===== src/rtl/get_d_seq_if.sv =====
// get_d_seq_if: control, operand and digit-stream signals of the get_d_seq
// sequential BKM digit selector.
//   master : the digit producer (get_d_seq itself)
//   slave  : the host that starts operations and consumes the digits
interface get_d_seq_if #(
  parameter int W     = 8,
  parameter int IDX_W = 4
);
  // operation launch
  logic                 start;
  logic                 mode;
  logic signed [W-1:0]  u_in;
  logic signed [W-1:0]  v_in;
  // status
  logic                 busy;
  logic                 done;
  logic                 err;
  // digit stream (valid/ready)
  logic                 d_valid;
  logic                 d_ready;
  logic signed [1:0]    d_x;
  logic signed [1:0]    d_y;
  logic [IDX_W-1:0]     d_idx;

  modport master (
    input  start, mode, u_in, v_in, d_ready,
    output busy, done, err, d_valid, d_x, d_y, d_idx
  );

  modport slave (
    output start, mode, u_in, v_in, d_ready,
    input  busy, done, err, d_valid, d_x, d_y, d_idx
  );
endinterface


===== src/rtl/get_d_seq.sv =====
// get_d_seq: sequential BKM digit selector.
// Loads the complex residual (u,v) on start, then emits one digit pair
// (d_x,d_y) in {-1,0,+1} per accepted handshake, doubling the residuals and
// removing the selected digit after each transfer.  mode=1 negates the
// emitted digits only; the residual recurrence always uses the raw digit.
// Optional build macro GET_D_SEQ_EARLY_TERM_EN: when defined, the operation
// ends as soon as both residuals become zero after a transfer, so trailing
// all-zero digits are not emitted.  Undefined: exactly N_ITER digits.
module get_d_seq #(
  parameter int W      = 8,   // residual width, two's complement, W >= FRAC+2
  parameter int FRAC   = 6,   // fractional bits, 1.0 == 2^FRAC
  parameter int N_ITER = 8,   // digits per operation, >= 1
  parameter int IDX_W  = 4    // digit index width, 2^IDX_W >= N_ITER
) (
  input  logic          clk,
  input  logic          rst_n,
  get_d_seq_if.master   bus
);

  typedef enum logic [1:0] {
    ST_IDLE = 2'd0,
    ST_RUN  = 2'd1,
    ST_DONE = 2'd2
  } state_t;

  // Fixed-point constants: ONE = 1.0, HALF = 0.5 in residual units.
  localparam logic signed [W-1:0] ONE_C      = W'(2 ** FRAC);
  localparam logic signed [W-1:0] NEG_ONE_C  = W'(-(2 ** FRAC));
  localparam logic signed [W-1:0] MAX_C      = W'((2 ** FRAC) - 1);
  localparam logic signed [W-1:0] HALF_C     = W'(2 ** (FRAC - 1));
  localparam logic signed [W-1:0] NEG_HALF_C = W'(-(2 ** (FRAC - 1)));
  localparam logic [IDX_W-1:0]    LAST_IDX_C = IDX_W'(N_ITER - 1);
  localparam logic signed [W-1:0] ZERO_C     = {W{1'b0}};

  // Digit selection: +1 at or above +0.5, -1 strictly below -0.5, else 0.
  // A residual of exactly -0.5 therefore selects 0 (strict compare).
  function automatic logic signed [1:0] sel_digit(input logic signed [W-1:0] r);
    logic signed [1:0] d;
    if (r >= HALF_C) begin
      d = 2'sb01;
    end else if (r < NEG_HALF_C) begin
      d = 2'sb11;
    end else begin
      d = 2'sb00;
    end
    return d;
  endfunction

  // Residual recurrence r' = 2r - d*ONE, wrapping at W bits.
  function automatic logic signed [W-1:0] next_res(input logic signed [W-1:0] r,
                                                   input logic signed [1:0]   d);
    logic signed [W-1:0] n;
    case (d)
      2'sb01:  n = (r <<< 1) - ONE_C;
      2'sb11:  n = (r <<< 1) + ONE_C;
      default: n = r <<< 1;
    endcase
    return n;
  endfunction

  // Operand range check: [-1.0, 1.0 - ulp].
  function automatic logic in_range(input logic signed [W-1:0] r);
    return (r >= NEG_ONE_C) && (r <= MAX_C);
  endfunction

  state_t               state_r;
  state_t               state_nxt_s;
  logic signed [W-1:0]  u_r;
  logic signed [W-1:0]  v_r;
  logic                 mode_r;
  logic [IDX_W-1:0]     idx_r;
  logic                 err_r;

  logic signed [1:0]    dx_raw_s;
  logic signed [1:0]    dy_raw_s;
  logic signed [W-1:0]  u_nxt_s;
  logic signed [W-1:0]  v_nxt_s;
  logic                 xfer_s;
  logic                 last_s;
  logic                 zero_end_s;
  logic                 start_ok_s;

  // Digit selection and the candidate next residuals for the current digit.
  always_comb begin
    dx_raw_s   = sel_digit(u_r);
    dy_raw_s   = sel_digit(v_r);
    u_nxt_s    = next_res(u_r, dx_raw_s);
    v_nxt_s    = next_res(v_r, dy_raw_s);
    xfer_s     = (state_r == ST_RUN) && bus.d_ready;
    last_s     = (idx_r == LAST_IDX_C);
    start_ok_s = (state_r == ST_IDLE) && bus.start;
`ifdef GET_D_SEQ_EARLY_TERM_EN
    // Both residuals zero after this digit: every later digit would be 0.
    zero_end_s = (u_nxt_s == ZERO_C) && (v_nxt_s == ZERO_C);
`else
    zero_end_s = 1'b0;
`endif
  end

  // Next-state logic; DONE lasts exactly one cycle and returns to IDLE.
  always_comb begin
    state_nxt_s = state_r;
    case (state_r)
      ST_IDLE: begin
        if (bus.start) begin
          state_nxt_s = ST_RUN;
        end else begin
          state_nxt_s = ST_IDLE;
        end
      end
      ST_RUN: begin
        if (xfer_s && (last_s || zero_end_s)) begin
          state_nxt_s = ST_DONE;
        end else begin
          state_nxt_s = ST_RUN;
        end
      end
      ST_DONE: begin
        state_nxt_s = ST_IDLE;
      end
      default: begin
        state_nxt_s = ST_IDLE;
      end
    endcase
  end

  // State register; reset aborts any operation without a done pulse.
  always_ff @(posedge clk or negedge rst_n) begin
    if (!rst_n) begin
      state_r <= ST_IDLE;
    end else begin
      state_r <= state_nxt_s;
    end
  end

  // Operand load on accepted start, residual/index advance on each transfer.
  // Out-of-range operands are flagged but still processed with wrap.
  always_ff @(posedge clk or negedge rst_n) begin
    if (!rst_n) begin
      u_r    <= ZERO_C;
      v_r    <= ZERO_C;
      mode_r <= 1'b0;
      idx_r  <= {IDX_W{1'b0}};
      err_r  <= 1'b0;
    end else if (start_ok_s) begin
      u_r    <= bus.u_in;
      v_r    <= bus.v_in;
      mode_r <= bus.mode;
      idx_r  <= {IDX_W{1'b0}};
      err_r  <= !(in_range(bus.u_in) && in_range(bus.v_in));
    end else if (xfer_s) begin
      u_r <= u_nxt_s;
      v_r <= v_nxt_s;
      // The index saturates at the final digit so it never wraps.
      if (!last_s) begin
        idx_r <= idx_r + IDX_W'(1);
      end
    end
  end

  // Output decode: every output is a direct function of registered state;
  // digits read as zero whenever no digit is offered.
  always_comb begin
    bus.d_valid = (state_r == ST_RUN);
    bus.busy    = (state_r == ST_RUN);
    bus.done    = (state_r == ST_DONE);
    bus.err     = err_r;
    bus.d_idx   = idx_r;
    if (state_r == ST_RUN) begin
      if (mode_r) begin
        bus.d_x = -dx_raw_s;
        bus.d_y = -dy_raw_s;
      end else begin
        bus.d_x = dx_raw_s;
        bus.d_y = dy_raw_s;
      end
    end else begin
      bus.d_x = 2'sb00;
      bus.d_y = 2'sb00;
    end
  end

endmodule

===== src/flat_wrapper.sv =====
// flat-port wrapper written by rule: the top's interface ports become plain ports
module get_d_seq_flat 
#(
  parameter int W      = 8,                                                   
  parameter int FRAC   = 6,                                    
  parameter int N_ITER = 8,                                
  parameter int IDX_W  = 4                                           
)
  (clk, rst_n, bus_start, bus_mode, bus_u_in, bus_v_in, bus_d_ready, bus_busy, bus_done, bus_err, bus_d_valid, bus_d_x, bus_d_y, bus_d_idx);
  get_d_seq_if #(.W(W), .IDX_W(IDX_W)) bus_i ();
  input  logic clk;
  input  logic rst_n;
  input wire logic [$bits(bus_i.start)-1:0] bus_start;
  input wire logic [$bits(bus_i.mode)-1:0] bus_mode;
  input wire logic [$bits(bus_i.u_in)-1:0] bus_u_in;
  input wire logic [$bits(bus_i.v_in)-1:0] bus_v_in;
  input wire logic [$bits(bus_i.d_ready)-1:0] bus_d_ready;
  output wire logic [$bits(bus_i.busy)-1:0] bus_busy;
  output wire logic [$bits(bus_i.done)-1:0] bus_done;
  output wire logic [$bits(bus_i.err)-1:0] bus_err;
  output wire logic [$bits(bus_i.d_valid)-1:0] bus_d_valid;
  output wire logic [$bits(bus_i.d_x)-1:0] bus_d_x;
  output wire logic [$bits(bus_i.d_y)-1:0] bus_d_y;
  output wire logic [$bits(bus_i.d_idx)-1:0] bus_d_idx;
  assign bus_i.start = bus_start;
  assign bus_i.mode = bus_mode;
  assign bus_i.u_in = bus_u_in;
  assign bus_i.v_in = bus_v_in;
  assign bus_i.d_ready = bus_d_ready;
  assign bus_busy = bus_i.busy;
  assign bus_done = bus_i.done;
  assign bus_err = bus_i.err;
  assign bus_d_valid = bus_i.d_valid;
  assign bus_d_x = bus_i.d_x;
  assign bus_d_y = bus_i.d_y;
  assign bus_d_idx = bus_i.d_idx;
  get_d_seq #(.W(W), .FRAC(FRAC), .N_ITER(N_ITER), .IDX_W(IDX_W)) u_core (.clk(clk), .rst_n(rst_n), .bus(bus_i));
endmodule

===== config.mk =====
export PLATFORM = sky130hd
export DESIGN_NAME = get_d_seq_flat
export DESIGN_NICKNAME = d
export VERILOG_FILES = /design/src/rtl/get_d_seq_if.sv /design/src/rtl/get_d_seq.sv /design/src/flat_wrapper.sv
export SDC_FILE = /design/constraint.sdc
export NUM_CORES = 1
export LEC_CHECK = 0
export CAP_MARGIN = 20
export CORE_MARGIN = 1.5
export CORE_UTILIZATION = 25
export CTS_BUF_LIST = sky130_fd_sc_hd__clkbuf_16
export CTS_CLUSTER_SIZE = 30
export DETAILED_ROUTE_END_ITERATION = 16
export DONT_BUFFER_PORTS = 1
export RECOVER_POWER = 50
export SLEW_MARGIN = 20
export SYNTH_ARGS = -nofsm -noshare
export SYNTH_HDL_FRONTEND = slang
export SYNTH_SLANG_ARGS = --single-unit
export TNS_END_PERCENT = 5

===== constraint.sdc =====
create_clock -name clk -period 1.9 [get_ports clk]
set_input_delay 0 -clock clk [delete_from_list [all_inputs] [get_ports clk]]
set_output_delay 0 -clock clk [all_outputs]
set_load 0.005 [all_outputs]

==> reports/metrics.yaml <==
synthesis:
  synth-async-reset-ratio_pct: 100
  syn_nets: 141
  synth_warnings: 0
  synth-edff-count: 0
  ys_ff_latch: 24
  synth.largest_area_cell: "dfrtp_1"
  synth.most_common_cell: "dfrtp_1"
  synthMuxAreaShare_pct: 0.923
  synthAdderAreaFrac_pct: 3.08
  yosys.area_share.simple_pct: 14.7
  syn_inst: 117
  synth-compound-area-share_pct: 28.2
  synth.cell_area_mm2: 0.00122
  yosys-top-cells-count: "dfrtp_1 (24), a21oi_1 (14), a22o_1 (12)"
  synthFlopType: "dfrtp_1"
  synth_xor_area_share_pct: 0
  synth.area.top_cells: "dfrtp_1 (49%), a22o_1 (8.6%), a21o_1 (6.2%)"
  synth_cell_type_count: 33
  yosysTopAreaCellShare_pct: 49.2
  synth_seq_area_share_pct: 49.2
  synth_top_family_by_area: "compound AO/OA/AOI/OAI gates"
  syn_avg_cell_area_um2: 10.4
drt:
  drtAntennaViolNets: 0
  drc: 0
  vias: 982
  wl_per_cell_um: 14.2
  drt-initial-drc-count: 24
  firstDrtPassIters: 4
  routed_wl_um: 2900
  vias_per_cell: 4.81
worst_setup_path:
  worst-setup-path-type: "flop to flop"
  worst_setup_path_end_kind: "flop"
  crit_path_start_kind: "flop"
  required_ns: 2.09
  cp_max_fo: 7
  worstPathArrival_ns: 1.82
sta:
  hold_violations: 0
  rsz0062_at_grt: "false"
  slew_viol_final: 0
  fin_skew_ns: 0.00514
  worst_pin_slew_ns: 1.32
  max-slew-margin-rel_pct: 11.7
  fin_crit_ns: 1.63
  worst_hold_slack_ns: 0.0200
  finalSetupViolCount: 0
  fin_setup_tns_ns: 0
  fmax_mhz: 613
  layout_worst_path_cycle_share_pct: 85.8
clock_tree:
  clock_latency_ns: 0.26
  hold_buffers: 20
  clock-sinks: 24
  path_clk_slew_ns: 0.07
  cts_setup_buffers: 0
  cts_root_buf: "clkbuf_16"
  ctsResizeCount: 0
  cts_tree: "yes"
  htreeDepth: 1
  clockBufferDepth: 2
  cts_buffers: 3
die:
  die_y_um: 72.9
  io_pins: 33
  dieArea_mm2: 0.00531
  die_w_um: 72.9
  rows: 25
  core_mm2: 0.00472
  start_util_pct: 25.8
placed_design:
  place_area_mm2: 0.00129
  gp_congestion: 0.782
  dp_hpwl_um: 2030
  place.port_buffers: 0
outcome:
  status: "complete, no violations"
layout:
  layout-drive-gt1-share_pct: 10.2
  fin_nets: 162
  final_cell_area_mm2: 0.00159
  area_delta_synth_final_pct: 30.3
  fillers: 476
  final_util_pct: 33.6
  n_antenna_cell: 0
power:
  sw_frac_of_total_pct: 34.3
  power_mw: 2.34
  p_seq_share_pct: 41.3
  peakVddDrop_mv: 0.448
  internal-power_mw: 1.54
  comb_power_share_pct: 32.8
  power_density_mw_per_mm2: 1470
  p_clk_share_pct: 25.9
  p_sw_mw: 0.804
  leakage_nw: 0.738
run:
  drv_cap: 0
grt:
  grtUsageTotal_pct: 11.6
  grt_max_degree: 25
  overflow: 0
  grt_pass1_wl_um: 4810
  antenna_found_initial: 0
  grt_pass1_vias: 1039
hold_path:
  hold_path.class: "input port to flop"
-- cells in the final DEF (no fill, tap or decap) --
cell type      netlist  routed
nor3b_2              1       1
nor2_2               1       1
dlygate4sd3_1        0      19
a221o_1              3       3
or4_1                1       1
nand3b_1             1       1
bufinv_16            0       1
nand2b_1             1       1
nand4bb_1            1       1
a21boi_0             1       1
nor2_1               2       2
or3_1                1       1
nor3_1               3       3
and3b_1              2       2
nand3_1              2       2
o31ai_1              1       1
mux2_2               1       1
ha_1                 3       3
and2_1               1       1
o21bai_1             1       1
a21o_1              10      10
or2_2                3       3
dfrtp_1             24      24
clkbuf_16            0       3
inv_1                3       3
and3_1               1       1
nor2b_1              1       1
a22o_1              12      12
nand2_1              6       6
clkbuf_1             1       1
nand3b_2             1       1
o21ai_0              7       7
buf_4                1       3
a31oi_1              1       1
a21oi_1             14      14
-- routing by layer --
metal,vias up,track usage (%),share of wire [%]
li1,472,-,-
met1,483,15.3,48
met2,23,18.8,47
met3,4,3.18,4.4
met4,0,3.14,0.93
met5,-,0,0
-- registers in the layout, indices dropped and copies added (netlist names) --
| signal | count |
|---|---|
| u_core.bus.d_idx | 4 |
| u_core.bus.err | 1 |
| u_core.mode_r | 1 |
| u_core.state_r | 2 |
| u_core.u_r | 8 |
| u_core.v_r | 8 |
-- power by group through the flow --
stage | combinational [mW] | clock, mW | sequential (mW)
after floorplan | 0.643 | 0 | 0.888
after global placement | 0.695 | 0 | 0.944
after detailed placement | 0.730 | 0 | 0.971
after CTS | 0.785 | 0.615 | 0.960
after global routing | 0.879 | 0.653 | 0.998
final | 0.768 | 0.608 | 0.967
-- logic make-up after synthesis --
group,after synthesis
buffers and inverters,10
adder cells (fa/ha/maj),3
AO/OA/AOI/OAI,50
AND/OR/NAND/NOR,29
flip-flops,24
multiplexers,1
-- critical path, stage by stage, from the launching register on --
cell and delay, ns:
dfrtp_1 0.43, ha_1 0.25, and3b_1 0.25, or4_1 0.48, a21oi_1 0.15
-- worst paths after layout --
kind	startpoint	endpoint	depth (start not counted)	slack, ns
worst max-delay path	u_core.bus.d_idx[0]$_DFFE_PN0P_	u_core.bus.d_idx[3]$_DFFE_PN0P_	4	0.27
worst min-delay path	bus_u_in[6]	u_core.bus.err$_DFFE_PN0P_	3	0.02
worst max register to register	u_core.bus.d_idx[0]$_DFFE_PN0P_	u_core.bus.d_idx[3]$_DFFE_PN0P_	4	0.27
worst min register to register	u_core.u_r[4]$_DFFE_PN0P_	u_core.u_r[4]$_DFFE_PN0P_	1	0.48
max in group asynchronous	rst_n	u_core.u_r[1]$_DFFE_PN0P_	2	0.55
min in group asynchronous	rst_n	u_core.u_r[5]$_DFFE_PN0P_	2	0.57
-- cell type report --
class,instances,area [um2],area share [%]
clock buffer,3,75.1,4.72
clock inverter,1,30.0,1.89
inverter,3,11.3,0.709
multi-input combinational,83,572,36.0
sequential,24,601,37.8
tap,67,83.8,5.28
timing repair buffer,23,216,13.6
-- metrics by stage --
step / cells / setup WS [ns]
2_1_floorplan: 117 / 0.394
3_3_place_gp: 180 / 0.351
3_5_place_dp: 180 / 0.260
4_1_cts: 204 / 0.263
5_1_grt: 204 / 0.189
6_report: 204 / 0.269
No activity file was read; power rests on OpenSTA's default activity.
